--- src/rtl/au_frame_sched_if.sv ---
// Signal bundle between the audio frame scheduler, its PCM source, the frame BRAM
// and the Ethernet transmitter. The slave side is the scheduler.
interface au_frame_sched_if;
    logic        en;
    logic        pcm_valid;
    logic [15:0] pcm_data;
    logic        bram_wr_en;
    logic [9:0]  bram_wr_addr;
    logic [7:0]  bram_wr_data;
    logic        eth_start;
    logic        eth_bank;
    logic        eth_busy;
    logic [15:0] overrun_cnt;

    modport master (
        output en, pcm_valid, pcm_data, eth_busy,
        input  bram_wr_en, bram_wr_addr, bram_wr_data, eth_start, eth_bank, overrun_cnt
    );

    modport slave (
        input  en, pcm_valid, pcm_data, eth_busy,
        output bram_wr_en, bram_wr_addr, bram_wr_data, eth_start, eth_bank, overrun_cnt
    );
endinterface

--- src/rtl/au_frame_sched.sv ---
// Packs 16-bit PCM samples into two ping-pong 512-byte BRAM banks, stamps each full
// bank with a big-endian sequence number and hands it to the Ethernet transmitter.
module au_frame_sched #(
    parameter int unsigned HDR_LEN = 16,
    parameter int unsigned SEQ_OFS = 14
) (
    input logic             clk,
    input logic             rst,
    au_frame_sched_if.slave bus
);
    localparam logic [8:0] PtrInit  = 9'(HDR_LEN);
    localparam logic [8:0] SeqHiOfs = 9'(SEQ_OFS);
    localparam logic [8:0] SeqLoOfs = 9'(SEQ_OFS + 1);

    typedef enum logic [2:0] {StIdle, StWrLo, StWrHi, StSeqHi, StSeqLo} wr_state_e;
    typedef enum logic [1:0] {TxIdle, TxWait, TxRun} tx_state_e;

    wr_state_e   wr_state_q;
    tx_state_e   tx_state_q;
    logic [8:0]  ptr_q;
    logic        fill_bank_q;
    logic [7:0]  sample_hi_q;
    logic [15:0] seq_q;
    logic [1:0]  bank_full_q;
    logic [1:0]  bank_full_d;
    logic        tx_next_q;
    logic        wr_en_q;
    logic [9:0]  wr_addr_q;
    logic [7:0]  wr_data_q;
    logic        eth_start_q;
    logic        eth_bank_q;
    logic [15:0] overrun_q;

    logic pcm_req;
    logic take_sample;
    logic set_full;
    logic clr_full;

    assign pcm_req     = bus.en & bus.pcm_valid;
    assign take_sample = pcm_req && (wr_state_q == StIdle) && !bank_full_q[fill_bank_q];
    assign set_full    = (wr_state_q == StSeqLo);
    assign clr_full    = (tx_state_q == TxRun) && !bus.eth_busy;

    // The writer and transmitter never touch the same bank in one cycle.
    always_comb begin
        bank_full_d = bank_full_q;
        if (clr_full) bank_full_d[eth_bank_q] = 1'b0;
        if (set_full) bank_full_d[fill_bank_q] = 1'b1;
    end

    always_ff @(posedge clk) begin
        if (rst) begin
            bank_full_q <= 2'b00;
            overrun_q   <= 16'h0000;
        end else begin
            bank_full_q <= bank_full_d;
            if (pcm_req && !take_sample && (overrun_q != 16'hFFFF)) begin
                overrun_q <= overrun_q + 16'h0001;
            end
        end
    end

    // Write FSM: the BRAM port registers are loaded on entry to the state that owns them.
    always_ff @(posedge clk) begin
        if (rst) begin
            wr_state_q  <= StIdle;
            ptr_q       <= PtrInit;
            fill_bank_q <= 1'b0;
            sample_hi_q <= 8'h00;
            seq_q       <= 16'h0000;
            wr_en_q     <= 1'b0;
            wr_addr_q   <= 10'h000;
            wr_data_q   <= 8'h00;
        end else begin
            unique case (wr_state_q)
                StIdle: begin
                    wr_en_q <= 1'b0;
                    if (take_sample) begin
                        sample_hi_q <= bus.pcm_data[15:8];
                        wr_en_q     <= 1'b1;
                        wr_addr_q   <= {fill_bank_q, ptr_q};
                        wr_data_q   <= bus.pcm_data[7:0];
                        wr_state_q  <= StWrLo;
                    end
                end
                StWrLo: begin
                    wr_en_q    <= 1'b1;
                    wr_addr_q  <= {fill_bank_q, ptr_q + 9'd1};
                    wr_data_q  <= sample_hi_q;
                    ptr_q      <= ptr_q + 9'd2;
                    wr_state_q <= StWrHi;
                end
                StWrHi: begin
                    // Pointer wrapped to zero: payload area of this bank is complete.
                    if (ptr_q == 9'd0) begin
                        wr_en_q    <= 1'b1;
                        wr_addr_q  <= {fill_bank_q, SeqHiOfs};
                        wr_data_q  <= seq_q[15:8];
                        wr_state_q <= StSeqHi;
                    end else begin
                        wr_en_q    <= 1'b0;
                        wr_state_q <= StIdle;
                    end
                end
                StSeqHi: begin
                    wr_en_q    <= 1'b1;
                    wr_addr_q  <= {fill_bank_q, SeqLoOfs};
                    wr_data_q  <= seq_q[7:0];
                    wr_state_q <= StSeqLo;
                end
                StSeqLo: begin
                    wr_en_q     <= 1'b0;
                    seq_q       <= seq_q + 16'h0001;
                    fill_bank_q <= ~fill_bank_q;
                    ptr_q       <= PtrInit;
                    wr_state_q  <= StIdle;
                end
                default: begin
                    wr_en_q    <= 1'b0;
                    wr_state_q <= StIdle;
                end
            endcase
        end
    end

    // Transmit FSM: banks are sent strictly in fill order, one at a time.
    always_ff @(posedge clk) begin
        if (rst) begin
            tx_state_q  <= TxIdle;
            tx_next_q   <= 1'b0;
            eth_start_q <= 1'b0;
            eth_bank_q  <= 1'b0;
        end else begin
            eth_start_q <= 1'b0;
            unique case (tx_state_q)
                TxIdle: begin
                    if (bank_full_q[tx_next_q] && !bus.eth_busy) begin
                        eth_start_q <= 1'b1;
                        eth_bank_q  <= tx_next_q;
                        tx_state_q  <= TxWait;
                    end
                end
                TxWait: begin
                    if (bus.eth_busy) tx_state_q <= TxRun;
                end
                TxRun: begin
                    if (!bus.eth_busy) begin
                        tx_next_q  <= ~tx_next_q;
                        tx_state_q <= TxIdle;
                    end
                end
                default: tx_state_q <= TxIdle;
            endcase
        end
    end

    assign bus.bram_wr_en   = wr_en_q;
    assign bus.bram_wr_addr = wr_addr_q;
    assign bus.bram_wr_data = wr_data_q;
    assign bus.eth_start    = eth_start_q;
    assign bus.eth_bank     = eth_bank_q;
    assign bus.overrun_cnt  = overrun_q;
endmodule

--- src/flat_wrapper.sv ---
// flat-port wrapper written by rule: the top's interface ports become plain ports
module au_frame_sched_flat 
#(
    parameter int unsigned HDR_LEN = 16,
    parameter int unsigned SEQ_OFS = 14
)
  (clk, rst, bus_en, bus_pcm_valid, bus_pcm_data, bus_eth_busy, bus_bram_wr_en, bus_bram_wr_addr, bus_bram_wr_data, bus_eth_start, bus_eth_bank, bus_overrun_cnt);
  au_frame_sched_if bus_i ();
  input logic clk;
  input logic rst;
  input wire logic [$bits(bus_i.en)-1:0] bus_en;
  input wire logic [$bits(bus_i.pcm_valid)-1:0] bus_pcm_valid;
  input wire logic [$bits(bus_i.pcm_data)-1:0] bus_pcm_data;
  input wire logic [$bits(bus_i.eth_busy)-1:0] bus_eth_busy;
  output wire logic [$bits(bus_i.bram_wr_en)-1:0] bus_bram_wr_en;
  output wire logic [$bits(bus_i.bram_wr_addr)-1:0] bus_bram_wr_addr;
  output wire logic [$bits(bus_i.bram_wr_data)-1:0] bus_bram_wr_data;
  output wire logic [$bits(bus_i.eth_start)-1:0] bus_eth_start;
  output wire logic [$bits(bus_i.eth_bank)-1:0] bus_eth_bank;
  output wire logic [$bits(bus_i.overrun_cnt)-1:0] bus_overrun_cnt;
  assign bus_i.en = bus_en;
  assign bus_i.pcm_valid = bus_pcm_valid;
  assign bus_i.pcm_data = bus_pcm_data;
  assign bus_i.eth_busy = bus_eth_busy;
  assign bus_bram_wr_en = bus_i.bram_wr_en;
  assign bus_bram_wr_addr = bus_i.bram_wr_addr;
  assign bus_bram_wr_data = bus_i.bram_wr_data;
  assign bus_eth_start = bus_i.eth_start;
  assign bus_eth_bank = bus_i.eth_bank;
  assign bus_overrun_cnt = bus_i.overrun_cnt;
  au_frame_sched #(.HDR_LEN(HDR_LEN), .SEQ_OFS(SEQ_OFS)) u_core (.clk(clk), .rst(rst), .bus(bus_i));
endmodule
--- config.mk ---
export PLATFORM = sky130hd
export DESIGN_NAME = au_frame_sched_flat
export DESIGN_NICKNAME = d
export VERILOG_FILES = /design/src/rtl/au_frame_sched_if.sv /design/src/rtl/au_frame_sched.sv /design/src/flat_wrapper.sv
export SDC_FILE = /design/constraint.sdc
export NUM_CORES = 1
export LEC_CHECK = 0
export CAP_MARGIN = 20
export CORE_MARGIN = 2
export CORE_UTILIZATION = 34
export CTS_CLUSTER_DIAMETER = 80
export DETAILED_ROUTE_END_ITERATION = 7
export GPL_ROUTABILITY_DRIVEN = 0
export PLACE_DENSITY = 0.65
export SYNTH_ARGS = -nofsm -noshare
export SYNTH_HDL_FRONTEND = slang
export SYNTH_SLANG_ARGS = --single-unit
--- constraint.sdc ---
create_clock -name clk -period 2.3 [get_ports clk]
set_input_delay 0.345 -clock clk [delete_from_list [all_inputs] [get_ports clk]]
set_output_delay 0.345 -clock clk [all_outputs]
set_load 0.005 [all_outputs]
==> impl_table.tex <==
\begin{tabular}{lr}
\hline
Metric & Value \\
\hline
\multicolumn{2}{l}{\textbf{Setup path}} \\
\quad Family with the most delay on the worst path & flip-flops \\
\quad Slowest stage cell, crit path & dfxtp\_1 \\
\quad Largest driver fanout on the critical path & 14 \\
\quad Reg2Reg Depth & 6 \\
\quad Startpoint of the most critical setup path & u\_core.wr\_state\_q[1]\$\_SDFFE\_PP0P\_ \\
\quad R2R setup slack & 240 ps \\
\quad Start of the worst register-to-register path & u\_core.wr\_state\_q[1]\$\_SDFFE\_PP0P\_ \\
\quad Kind of start point of the critical path & flop \\
\quad Critical path depth in cells & 6 \\
\quad Critical path, cell by cell & buf\_4 -> nor2\_1 -> a221o\_1 -> buf\_4 -> nand2\_1 -> a21oi\_1 \\
\quad Signal arrival time at the worst endpoint & 2250 ps \\
\quad Critical Path RT & 2490 ps \\
\quad Stage delay of the slowest cell on the critical path & 640 ps \\
\quad Number of buffers and inverters on the critical path & 2 \\
\quad Startpoint-to-endpoint class of the critical path & flop to flop \\
\quad Kind of capture point of the worst setup path & flop \\
\quad Cell type with the highest occurrence count on the critical path & buf\_4 \\
\multicolumn{2}{l}{\textbf{Synth}} \\
\quad Cell variety after synth & 45 \\
\quad Post-synthesis net count & 442 \\
\quad Number of enable-type register cells in the synthesized netlist & 0 \\
\quad Most frequent cells after synthesis & dfxtp\_1 (78), nor2\_1 (63), nand2\_1 (43), a21oi\_1 (36) \\
\quad Number of warnings reported in the yosys synthesis log & 0 \\
\quad Most used flip-flop cell after synthesis & dfxtp\_1 \\
\quad Instance count of the mapped netlist & 418 \\
\quad Count leader, synth & dfxtp\_1 \\
\quad Synth area leaders & dfxtp\_1 (43\%), nor2\_1 (6.6\%), mux2i\_1 (5.3\%) \\
\quad Register area share after synthesis & 0.4348 \\
\quad Mean instance size in the synthesized netlist & about 8.6 µm² \\
\quad FFs w/ async S/R, synth & 0 \\
\quad Share of the synthesized area in the top cell type & 0.4348 \\
\quad Post-synthesis sequential element count & 78 \\
\quad Leading area contributor after synthesis & dfxtp\_1 \\
\quad Post-synthesis cell area & approximately 3600 µm² \\
\multicolumn{2}{l}{\textbf{STA}} \\
\quad \# setup viols final & 0 \\
\quad Fmax & 486.3 MHz \\
\quad Max-slew violation count & 0 \\
\quad Total Negative Setup Slacks & 0 ps \\
\quad Worst Skew & about 14 ps \\
\quad Slew at the pin with the worst max-slew slack & 833.3 ps \\
\quad Shortest clock period the worst path allows after layout & 2056 ps \\
\quad Final hold viol count & 0 \\
\quad Period utilisation layout & 0.8940 \\
\quad Worst max-slew margin expressed relative to the limit & 0.4445 \\
\quad Setup repair after global routing missed its margin & no \\
\multicolumn{2}{l}{\textbf{Floorplan}} \\
\quad IO Count & 58 \\
\quad Total number of placement rows & 37 \\
\quad Core Footprint & 10280 µm² \\
\quad Die extent in y & 106.8 µm \\
\quad Die footprint & 11400 µm² \\
\quad Initial standard-cell utilization of the core & 0.3494 \\
\quad Die Wd & 106.8 µm \\
\multicolumn{2}{l}{\textbf{Clock tree}} \\
\quad Number of post-CTS setup repair buffers & 0 \\
\quad Clock sink count & 78 \\
\quad Count of hold buffers inserted by post-cts repair & 0 \\
\quad CTS tree & yes \\
\quad Count of cells resized by post-cts repair & 0 \\
\quad Clock Tree Buf Depth & 2 \\
\quad Clock tree root buffer cell & clkbuf\_8 \\
\quad Clock-pin transition on the worst setup and hold timing paths & 80 ps \\
\quad Number of H-tree branching levels & 3 \\
\quad Worst-skew pair later-pin latency & 340 ps \\
\quad TritonCTS buffer count & 9 \\
\multicolumn{2}{l}{\textbf{Placed design}} \\
\quad IO buf count & 57 \\
\quad Half-perimeter wire length of the detailed placement result & 6262 µm \\
\quad Post-placement cell area & 4309 µm² \\
\multicolumn{2}{l}{\textbf{Detailed routing}} \\
\quad Post-detailed-route wirelength per cell & 14.20 µm \\
\quad Detail-routed via count per cell & 5.070 \\
\quad Residual DRC & 0 \\
\quad Iteration count of the initial detailed-routing pass & 4 \\
\quad Final wirelength & around 8700 µm \\
\quad Antenna Nets Post-Route & 0 \\
\quad DR iter-0 viols & 115 \\
\quad Total via count after detailed routing & between 3000 and 4000 \\
\multicolumn{2}{l}{\textbf{GRT}} \\
\quad Number of global-route vias before repair & 3061 \\
\quad GRT Util Overall & 0.1597 \\
\quad Antenna violations before repair & 0 \\
\quad Maximum number of pins on one net before global-route repair & 44 \\
\quad Wire length of the first global-routing pass & 14530 µm \\
\quad Total grt overflow & 0 \\
\multicolumn{2}{l}{\textbf{Flow run}} \\
\quad Reported max-cap violation count & 0 \\
\multicolumn{2}{l}{\textbf{Finish}} \\
\quad Net count, final & 497 \\
\quad Antenna fix cells & 0 \\
\quad Area growth from synthesis to final layout & 26.24\% \\
\quad Fraction of layout cells with a size suffix above 1 & 0.07983 \\
\quad Layout Cell Area excl Fill & 4533 µm² \\
\multicolumn{2}{l}{\textbf{Hold path}} \\
\quad Hold Startpoint & u\_core.bus.bram\_wr\_addr[7]\$\_SDFFE\_PP0P\_ \\
\quad Hold Path Class & flop to flop \\
\quad Cell depth of the worst min-delay path & 2 \\
\multicolumn{2}{l}{\textbf{Power and ir drop}} \\
\quad Maximum resistive drop on vdd & approximately 320 µV \\
\quad Power density over cell area & 620.7 nW/µm² \\
\quad Leak pwr & 0.001581 µW \\
\multicolumn{2}{l}{\textbf{Run status}} \\
\quad Outcome & finished, final reports clean \\
\hline
\end{tabular}
==> layer usage <==
layer | part of all wire | global-route usage | vias to the layer above
li1 | - | - | 1571
met1 | 0.46 | 0.1966 | 1439
met2 | 0.47 | 0.2575 | 78
met3 | 0.052 | 0.04620 | 15
met4 | 0.024 | 0.07421 | 0
met5 | 0 | 0 | -
==> state kept, by name, summed over array words and instances, names as in the netlist <==
signal / flops
u_core.bus.bram_wr_en: 1
u_core.bank_full_q: 2
u_core.bus.eth_start: 1
u_core.bus.eth_bank: 1
u_core.seq_q: 16
u_core.tx_state_q: 2
u_core.tx_next_q: 1
u_core.fill_bank_q: 1
u_core.ptr_q: 8
u_core.bus.overrun_cnt: 16
u_core.sample_hi_q: 8
u_core.bus.bram_wr_data: 8
u_core.bus.bram_wr_addr: 10
u_core.wr_state_q: 3
==> where the power goes <==
group          leakage (µW)  switching, µW  internal, µW
clock              0.000115            474           705
sequential         0.000631           21.1          1380
combinational      0.000835            117           119
total               0.00158            612          2200
==> stage by stage <==
step           hold WS, ps  setup slack, ps  power [µW]  utilization  instances
3_3_place_gp         446.4            263.5        1663       0.4193        598
2_1_floorplan        423.7            529.3        1555            -        418
5_1_grt              479.2            43.05        2929       0.4411        612
6_report             456.0            243.8        2814       0.4411        612
3_5_place_dp         448.5            214.4        1668       0.4193        598
4_1_cts              459.6            215.9        2852       0.4411        612
==> tightest hold or removal path, delay by kind of cell, from the launching register on <==
| family | cells | cell delay (ps) |
|---|---|---|
| compound gates | 1 | 50 |
| simple gates | 1 | 50 |
| flops | 1 | 320 |
==> logic make-up (layout without fill, tap and decap cells) <==
| group | Yosys count | count (layout) | synth area share |
|---|---|---|---|
| simple gates | 185 | 185 | 0.2533 |
| flops | 78 | 78 | 0.4348 |
| compound gates | 68 | 68 | 0.1233 |
| xor+xnor | 32 | 32 | 0.07805 |
| buf+inv | 31 | 89 | 0.04077 |
| mux | 21 | 21 | 0.05923 |
| fa+ha+maj | 3 | 3 | 0.01045 |
==> final timing paths <==
| check | endpoint |
|---|---|
| setup / recovery | u_core.bus.bram_wr_addr[5]$_SDFFE_PP0P_ |
| hold / removal | u_core.bus.bram_wr_addr[7]$_SDFFE_PP0P_ |
| setup reg to reg | u_core.bus.bram_wr_addr[5]$_SDFFE_PP0P_ |
| hold reg to reg | u_core.bus.bram_wr_addr[7]$_SDFFE_PP0P_ |
==> cell type report <==
cell class                 instances  area (µm²)
tap                              136       170.2
inverter                           5       18.77
multi-input combinational        309        1883
timing repair buffer              70       675.6
fill                            1034        5744
clock inverter                     5       100.1
sequential                        78        1562
clock buffer                       9       123.9
==> placed cells by master, fill, tap and decap left out, types with 2 or more instances in the layout <==
cell type        count
dfxtp_1             78
nor2_1              63
clkdlybuf4s50_1     56
nand2_1             43
a21oi_1             36
mux2i_1             19
xnor2_1             19
nand3_1             15
xor2_1              13
buf_4               12
nand4_1             11
nor4_1              11
clkbuf_8             9
nor3_1               8
o21ai_0              7
nor3b_1              7
and3_1               7
o221ai_1             7
inv_1                5
nand2b_1             4
nor2b_1              3
o21ai_1              3
ha_1                 3
bufinv_16            3
and2_1               2
or3_1                2
a21o_1               2
a22oi_1              2
a2bb2oi_1            2
mux2_2               2
nor3_4               2
and4_1               2
a31o_1               2
clkinv_2             2
Power figures use the tool's default switching activity.
